## src/rtl/fetch_unit_if.sv

```systemverilog
// ============================================================================
//  Module      : fetch_unit_if
//  Description : Bundles the signals around the instruction fetch stage.
//                These are the instruction memory request/response, the
//                execute-stage redirect, the decode stall, and the IF/ID
//                slot outputs.
//                The master modport is the fetch unit side.
//                The slave modport is the environment side (memory,
//                execute and decode).
//  Macro       : FETCH_MISALIGN_EN adds the fetch_fault signal.
//  Revision    : 1.0 - initial release
// ============================================================================
//  Signals
//    imem_req      fetch -> mem   request, held high until imem_ack
//    imem_addr     fetch -> mem   64-bit request address
//    imem_ack      mem -> fetch   response strobe
//    imem_rdata    mem -> fetch   32-bit instruction word
//    branch_taken  exe -> fetch   redirect pulse
//    branch_target exe -> fetch   64-bit redirect PC
//    stall         dec -> fetch   decode does not consume the slot
//    if_valid      fetch -> dec   slot holds a valid instruction
//    if_instr      fetch -> dec   slot instruction word
//    if_opcode     fetch -> dec   if_instr[31:21]
//    if_pc         fetch -> dec   PC of if_instr
//    fetch_fault   fetch -> sys   misaligned redirect seen (macro only)
// ============================================================================
`default_nettype none

interface fetch_unit_if;
    logic        imem_req;
    logic [63:0] imem_addr;
    logic        imem_ack;
    logic [31:0] imem_rdata;
    logic        branch_taken;
    logic [63:0] branch_target;
    logic        stall;
    logic        if_valid;
    logic [31:0] if_instr;
    logic [10:0] if_opcode;
    logic [63:0] if_pc;
`ifdef FETCH_MISALIGN_EN
    logic        fetch_fault;
`endif

    modport master (
        output imem_req,
        output imem_addr,
        input  imem_ack,
        input  imem_rdata,
        input  branch_taken,
        input  branch_target,
        input  stall,
        output if_valid,
        output if_instr,
        output if_opcode,
        output if_pc
`ifdef FETCH_MISALIGN_EN
        ,
        output fetch_fault
`endif
    );

    modport slave (
        input  imem_req,
        input  imem_addr,
        output imem_ack,
        output imem_rdata,
        output branch_taken,
        output branch_target,
        output stall,
        input  if_valid,
        input  if_instr,
        input  if_opcode,
        input  if_pc
`ifdef FETCH_MISALIGN_EN
        ,
        input  fetch_fault
`endif
    );
endinterface

`default_nettype wire

```

## src/rtl/fetch_unit.sv

```systemverilog
// ============================================================================
//  Module      : fetch_unit
//  Description : Instruction fetch stage.
//                Issues one request at a time to instruction memory and
//                fills a single IF/ID slot, with a one-entry buffer that
//                absorbs a response arriving while decode is stalled.
//                Redirects from execute take priority over every other
//                event.
//  Macro       : FETCH_MISALIGN_EN - a misaligned redirect enters a sticky
//                FAULT state and raises fetch_fault. Without the macro, the
//                low two target bits are forced to zero.
//  Revision    : 1.0 - initial release
// ============================================================================
//  Ports
//    clk     sole clock, rising edge
//    reset   synchronous active-high reset
//    bus     fetch_unit_if.master (memory, redirect, stall, IF/ID slot)
//  Parameters
//    RESET_PC  PC loaded on reset
// ============================================================================
`default_nettype none

module fetch_unit #(
    parameter logic [63:0] RESET_PC = 64'h0
) (
    input  logic              clk,
    input  logic              reset,
    fetch_unit_if.master      bus
);

`ifdef FETCH_MISALIGN_EN
    typedef enum logic [2:0] {
        S_IDLE  = 3'd0,
        S_REQ   = 3'd1,
        S_BUF   = 3'd2,
        S_DRAIN = 3'd3,
        S_FAULT = 3'd4
    } state_t;
`else
    typedef enum logic [1:0] {
        S_IDLE  = 2'd0,
        S_REQ   = 2'd1,
        S_BUF   = 2'd2,
        S_DRAIN = 2'd3
    } state_t;
`endif

    state_t      state_q;
    logic [63:0] pc_q;          // next address to fetch
    logic [63:0] req_addr_q;    // address of the request on the bus
    logic        imem_req_q;
    logic        if_valid_q;
    logic [31:0] if_instr_q;
    logic [63:0] if_pc_q;
    // The buffer is occupied exactly while the FSM sits in S_BUF.
    logic [31:0] buf_instr_q;
    logic [63:0] buf_pc_q;

    logic        w_slot_free;
    logic [63:0] w_pc_plus4;
    logic [63:0] w_target;
    logic        w_redirect;

    assign w_slot_free = !if_valid_q || !bus.stall;
    assign w_pc_plus4  = pc_q + 64'd4;     // wraps modulo 2^64

`ifdef FETCH_MISALIGN_EN
    logic fetch_fault_q;
    logic w_misaligned;

    assign w_target     = bus.branch_target;
    assign w_misaligned = |bus.branch_target[1:0];
    // A faulted unit ignores everything, including redirects.
    assign w_redirect   = bus.branch_taken && (state_q != S_FAULT);
`else
    assign w_target     = bus.branch_target & ~64'h3;
    assign w_redirect   = bus.branch_taken;
`endif

    always_ff @(posedge clk) begin
        if (reset) begin
            state_q     <= S_IDLE;
            pc_q        <= RESET_PC;
            req_addr_q  <= RESET_PC;
            imem_req_q  <= 1'b0;
            if_valid_q  <= 1'b0;
            if_instr_q  <= 32'h0;
            if_pc_q     <= 64'h0;
            buf_instr_q <= 32'h0;
            buf_pc_q    <= 64'h0;
`ifdef FETCH_MISALIGN_EN
            fetch_fault_q <= 1'b0;
`endif
        end else begin
            // The slot is consumed. A load further down overrides this.
            if (if_valid_q && !bus.stall) begin
                if_valid_q <= 1'b0;
            end

            case (state_q)
                S_IDLE: begin
                    state_q    <= S_REQ;
                    req_addr_q <= pc_q;
                    imem_req_q <= 1'b1;
                end
                S_REQ: begin
                    if (bus.imem_ack) begin
                        pc_q <= w_pc_plus4;
                        if (w_slot_free) begin
                            if_valid_q <= 1'b1;
                            if_instr_q <= bus.imem_rdata;
                            if_pc_q    <= req_addr_q;
                            req_addr_q <= w_pc_plus4;   // back-to-back
                        end else begin
                            buf_instr_q <= bus.imem_rdata;
                            buf_pc_q    <= req_addr_q;
                            state_q     <= S_BUF;
                            imem_req_q  <= 1'b0;
                        end
                    end
                end
                S_BUF: begin
                    if (!bus.stall) begin
                        if_valid_q <= 1'b1;
                        if_instr_q <= buf_instr_q;
                        if_pc_q    <= buf_pc_q;
                        state_q    <= S_REQ;
                        req_addr_q <= pc_q;
                        imem_req_q <= 1'b1;
                    end
                end
                S_DRAIN: begin
                    // The stale response is dropped. Restart at the redirected pc.
                    if (bus.imem_ack) begin
                        state_q    <= S_REQ;
                        req_addr_q <= pc_q;
                    end
                end
                default: ;
            endcase

            // A redirect overrides everything above. It flushes the slot
            // and drops the buffer by leaving S_BUF.
            if (w_redirect) begin
                if_valid_q <= 1'b0;
                pc_q       <= w_target;
                imem_req_q <= 1'b1;
                if ((state_q == S_REQ || state_q == S_DRAIN) && !bus.imem_ack) begin
                    // The request is still outstanding. Keep it on the bus
                    // until its ack arrives, then discard the response.
                    state_q    <= S_DRAIN;
                    req_addr_q <= req_addr_q;
                end else begin
                    // Nothing is outstanding now. A same-cycle ack is
                    // discarded. Issue the new address directly.
                    state_q    <= S_REQ;
                    req_addr_q <= w_target;
                end
            end

`ifdef FETCH_MISALIGN_EN
            if (w_redirect && w_misaligned) begin
                state_q       <= S_FAULT;
                imem_req_q    <= 1'b0;
                if_valid_q    <= 1'b0;
                pc_q          <= pc_q;
                req_addr_q    <= req_addr_q;
                fetch_fault_q <= 1'b1;
            end
`endif
        end
    end

    assign bus.imem_req  = imem_req_q;
    assign bus.imem_addr = req_addr_q;
    assign bus.if_valid  = if_valid_q;
    assign bus.if_instr  = if_instr_q;
    assign bus.if_opcode = if_instr_q[31:21];
    assign bus.if_pc     = if_pc_q;
`ifdef FETCH_MISALIGN_EN
    assign bus.fetch_fault = fetch_fault_q;
`endif

endmodule

`default_nettype wire

```

## src/flat_wrapper.sv

```systemverilog
// flat-port wrapper written by rule: the top's interface ports become plain ports
module fetch_unit_flat 
#(
    parameter logic [63:0] RESET_PC = 64'h0
)
  (clk, reset, bus_imem_req, bus_imem_addr, bus_imem_ack, bus_imem_rdata, bus_branch_taken, bus_branch_target, bus_stall, bus_if_valid, bus_if_instr, bus_if_opcode, bus_if_pc);
  fetch_unit_if bus_i ();
  input  logic clk;
  input  logic reset;
  output wire logic [$bits(bus_i.imem_req)-1:0] bus_imem_req;
  output wire logic [$bits(bus_i.imem_addr)-1:0] bus_imem_addr;
  input wire logic [$bits(bus_i.imem_ack)-1:0] bus_imem_ack;
  input wire logic [$bits(bus_i.imem_rdata)-1:0] bus_imem_rdata;
  input wire logic [$bits(bus_i.branch_taken)-1:0] bus_branch_taken;
  input wire logic [$bits(bus_i.branch_target)-1:0] bus_branch_target;
  input wire logic [$bits(bus_i.stall)-1:0] bus_stall;
  output wire logic [$bits(bus_i.if_valid)-1:0] bus_if_valid;
  output wire logic [$bits(bus_i.if_instr)-1:0] bus_if_instr;
  output wire logic [$bits(bus_i.if_opcode)-1:0] bus_if_opcode;
  output wire logic [$bits(bus_i.if_pc)-1:0] bus_if_pc;
  assign bus_imem_req = bus_i.imem_req;
  assign bus_imem_addr = bus_i.imem_addr;
  assign bus_i.imem_ack = bus_imem_ack;
  assign bus_i.imem_rdata = bus_imem_rdata;
  assign bus_i.branch_taken = bus_branch_taken;
  assign bus_i.branch_target = bus_branch_target;
  assign bus_i.stall = bus_stall;
  assign bus_if_valid = bus_i.if_valid;
  assign bus_if_instr = bus_i.if_instr;
  assign bus_if_opcode = bus_i.if_opcode;
  assign bus_if_pc = bus_i.if_pc;
  fetch_unit #(.RESET_PC(RESET_PC)) u_core (.clk(clk), .reset(reset), .bus(bus_i));
endmodule
```

## config.mk

```make
export PLATFORM = sky130hd
export DESIGN_NAME = fetch_unit_flat
export DESIGN_NICKNAME = d
export VERILOG_FILES = /design/src/rtl/fetch_unit_if.sv /design/src/rtl/fetch_unit.sv /design/src/flat_wrapper.sv
export SDC_FILE = /design/constraint.sdc
export NUM_CORES = 1
export LEC_CHECK = 0
export CAP_MARGIN = 0
export CORE_MARGIN = 1.5
export CORE_UTILIZATION = 40
export DETAILED_ROUTE_END_ITERATION = 8
export PLACE_DENSITY = 0.64
export SYNTH_ARGS = -nofsm -noshare
export SYNTH_HDL_FRONTEND = slang
export SYNTH_SLANG_ARGS = --single-unit
```

## constraint.sdc

```tcl
create_clock -name clk -period 2.6 [get_ports clk]
set_input_delay 0.52 -clock clk [delete_from_list [all_inputs] [get_ports clk]]
set_output_delay 0.52 -clock clk [all_outputs]
set_load 0.02 [all_outputs]
```

# ---- Word level (Yosys, flattened, before mapping)
# Cells that the tools add are included.
dict set report op_classes {
  eq_ne 12
  n_reduce_logical 20
  muxes 35
  bitwise 1
  addsub 1
}
# operator count
set ops {}
lappend ops {{$mux W64} 12}
lappend ops {{$pmux W64 S4} 1}
lappend ops {{$pmux W64 S2} 1}
lappend ops {{$mux W32} 3}
lappend ops {{$add A64 B3 Y64 const B} 1}
lappend ops {{$pmux W32 S2} 1}
lappend ops {{$mux W2} 6}
lappend ops {{$ne A3 B3 Y1 const B} 4}
lappend ops {{$reduce_and A4 Y1} 3}
lappend ops {{$mux W1} 8}
lappend ops {{$pmux W2 S4} 1}
lappend ops {{$ne A2 B2 Y1 const B} 3}
lappend ops {{$reduce_bool A2 Y1} 3}
lappend ops {{$reduce_and A5 Y1} 1}
lappend ops {{$eq A2 B2 Y1 const B} 2}
lappend ops {{$reduce_and A2 Y1} 2}
lappend ops {{$reduce_bool A4 Y1} 1}
lappend ops {{$logic_not A1 Y1} 3}
lappend ops {{$ne A3 B2 Y1 const B} 1}
lappend ops {{$pmux W1 S3} 1}
lappend ops {{$reduce_and A3 Y1} 1}
lappend ops {{$eq A2 B1 Y1 const B} 1}
lappend ops {{$logic_and A1 B1 Y1} 2}
lappend ops {{$logic_not A2 Y1} 1}
lappend ops {{other kinds (5)} 6}
dict set report totals {
  regBits 324
  out_inout_bits 173
}

# ---- Longest topological paths before layout
dict set report depth {
  depth_word 6
  depth_mapped 11
}

# ---- Worst setup path after synthesis
# OpenSTA, ideal clock, no wires.
dict set report synth_path {
  kind {register to register}
  start {register u_core.pc_q[2]}
  end {register u_core.pc_q[53]}
  stages_incl_launch_ff 9
  path_slack_ps 137
  t_arrival_ps 2330
  t_required_ps 2468
  setup_ps 132
  n_path_buf 2
  path_cell_list {dfxtp_1 > clkbuf_1 > nand3_2 > or4b_1 > or4_1 > buf_2 > o311a_1 > a21oi_1 > a21oi_1}
}
dict set report synth_between {
  elab_chain_cells 4
}
# element line_no
set synth_lines {}
lappend synth_lines {{from (decl)} fetch_unit.sv:49} ;# logic [63:0] pc_q;
lappend synth_lines {{from (signal assigned)} fetch_unit.sv:108} ;# pc_q <= w_pc_plus4;
lappend synth_lines {{from (signal assigned)} fetch_unit.sv:146} ;# pc_q <= w_target;
lappend synth_lines {{$add A64 B3 Y64} fetch_unit.sv:65} ;# assign w_pc_plus4 = pc_q + 64'd4;
lappend synth_lines {{$mux W64} fetch_unit.sv:107} ;# if (bus.imem_ack) begin
lappend synth_lines {{$mux W64} fetch_unit.sv:100} ;# case (state_q)
lappend synth_lines {{$mux W64} fetch_unit.sv:144} ;# if (w_redirect) begin
# No other way between the ends. The select of a mux whose other input is x is not followed.
# A chain may end at the register's enable or synchronous reset.

# ---- Final worst setup path
dict set report layout_path {
  start {register u_core.pc_q[25]}
  end {register u_core.pc_q[53]}
}
# Same word-level chain as after synthesis.

==> out/metrics.yaml <==
worstMarginPinSlew_ns: 0.778
end_kind: "register"
final_cell_area_um2: 20100
avgRoutedWirePerCell_um: 19.2
critPathSlowestCell: "or4b_1"
cp_common_cell: "a21oi_1"
use_met3_pct: 4.83
power_w: 0.0139
remaining_drc_errors: 0
rsz0062_at_grt: "yes"
finalWeightedCongestion: 0.935
diodes: 0
drive_above_1_share_pct: 10.3
grt_pass1_vias: 13473
start_util_pct: 40.8
cts_hold_buf: 0
die_area_um2: 38600
final_core_util_pct: 54.7
grt.total_usage_pct: 25.3
die_x_um: 196
fmax_mhz: 403
worstPathCellList: "and4_1 -> or4b_1 -> or4_1 -> buf_4 -> o311a_1 -> a21oi_1 -> a21oi_1"
drt_pass1_iterations: 7
vdd_drop_max_mv: 0.352
synthesis.area_um2: 15000
max_stage_delay_ns: 0.54
holdWs_ns: 0.338
power.static_leakage_nw: 6.65
slew_viol_final: 0
place_hpwl_um: 35100
antenna_found_initial: 0
drtIter0Drc: 1102
synth_flop_cell: "dfxtp_1"
drt-total-wl_um: 49800
nNetsFinal: 2207
fin_crit_sh_pct: 95.3
cts_root_buf: "clkbuf_16"
cts.path.max_buffers: 3
relSlewSlack_pct: 48.1
status: "completed"
clk_latency_ns: 0.53
setup.worst_path.class: "reg -> reg"
clk_pin_slew_ns: 0.06
synth-seq-cells: 316
crit_required_ns: 2.98
placed_cell_area_um2: 18800
vias: 14339
rows: 70
hold_path_class: "in -> reg"
period_needed_ns: 2.48
mostFrequentLayoutCells: "dfxtp_1, clkdlybuf4s50_1, nand2_1, nor2_1, a211oi_1"
area_growth_syn_to_layout_pct: 34.1
yosysUniqueCellTypes: 63
setup_viol: 0
skew_ns: 0.00854
max-cap-violations: 0
core-area_um2: 36700
cp_top_family: "simple AND/OR/NAND/NOR gates"
ant_nets: 0
syn_avg_cell_area_um2: 8.12
grtUsageMet2_pct: 39.8
synthCells: 1844
vias_per_cell: 5.52
htree_levels: 2
fin_tns_setup_ns: 0
io_pins: 274
grt_max_degree: 108
die_h_um: 196
crit_path_start_kind: "register"
yosysWarnings: 0
io_buffers: 267
grt.busiest_layer: "met2"
finalHoldViolations: 0
cp_max_fo: 9
ys_async_sr_fraction_pct: 0
grt-ovfl-total: 0
cp.arrival_ns: 2.86
seq_area_frac_synth_pct: 42.3
cts_tree: "built"
cts_made_buffers: 37
clock-sinks: 316
grt_util_met1_pct: 34.6
synth_edf_count: 0
power_density_nw_per_um2: 691
final_common_cell: "dfxtp_1"
path_buf_inv: 1
grt_pass1_wl_um: 77200
==> flip-flops by register name, indices dropped and copies added (netlist names) <==
name                  cells
u_core.state_q            2
u_core.bus.imem_addr     62
u_core.bus.if_instr      32
u_core.buf_instr_q       32
u_core.bus.imem_req       1
u_core.bus.if_valid       1
u_core.pc_q              62
u_core.bus.if_pc         62
u_core.buf_pc_q          62
==> layer usage <==
| layer | vias to the layer above | routed length (µm) | share of wire (%) |
|---|---|---|---|
| met2 | 452 | 22300 | 45 |
| met3 | 86 | 3350 | 6.7 |
| met1 | 6758 | 22700 | 46 |
| li1 | 7043 | - | - |
| met5 | - | 0 | 0 |
| met4 | 0 | 1410 | 2.8 |
==> logic make-up (layout without fill, tap and decap cells) <==
group                      count (synthesis)  count (layout)  synth area share [%]
adders and majority gates                  5               5                 0.418
xor gates and xnor gates                  86              86                  5.03
and+or+nand+nor                          696             696                  20.8
other                                      1               4                0.0250
DFF                                      316             316                  42.3
muxes                                     97              97                  6.49
AOI/OAI and AO/OA                        452             452                  19.7
buffers and inverters                    191             472                  5.26
==> cell usage after synthesis (35+ instances only) <==
| cell type | number | area [µm²] |
|---|---|---|
| a211oi_1 | 162 | 1220 |
| clkbuf_1 | 141 | 529 |
| nand2_1 | 260 | 976 |
| nand4_1 | 41 | 257 |
| xnor2_1 | 51 | 447 |
| nor3_1 | 46 | 230 |
| mux2i_1 | 97 | 971 |
| a21oi_1 | 158 | 791 |
| o21ai_0 | 40 | 200 |
| dfxtp_1 | 316 | 6330 |
| nor2_1 | 232 | 871 |
| xor2_1 | 35 | 307 |
==> area by class of cell <==
class                   instances  area, µm²
fillers                      3376      16600
multi-input cells            1340       7960
inverters                       8       31.3
flip-flops and latches        316       6330
clock buffers                  54       1100
repair buffers                398       3900
clock inverters                12        175
well taps                     468        586
==> stage by stage <==
stage / instances / setup WS [ns]
floorplan: 1847 / 0.137
global placement: 2529 / 0.0218
detailed placement: 2529 / 0.0392
CTS: 2595 / 0.0943
global route: 2596 / -0.0349
finish: 2596 / 0.121
==> report_power, final <==
group / leakage (nW) / internal (W) / switching, W
Combinational: 3.44 / 0.00129 / 0.00156
Clock: 0.620 / 0.00334 / 0.00210
Sequential: 2.59 / 0.00520 / 0.000378
==> worst paths after layout <==
path	startpoint	end	slack [ns]	cells after the start
min	bus_branch_taken	u_core.bus.if_valid	0.34	2
max reg2reg	u_core.pc_q[25]	u_core.pc_q[53]	0.12	7
max	u_core.pc_q[25]	u_core.pc_q[53]	0.12	7
min reg2reg	u_core.buf_pc_q[8]	u_core.buf_pc_q[8]	0.45	2
==> timing repair <==
| action | 4_1_cts | 5_1_grt |
|---|---|---|
| setup buffers | 0 | 1 |
| endpoints found under the setup margin | 0 | 12 |
| resized for setup | 0 | 8 |
(Power assumes the default switching activity.)
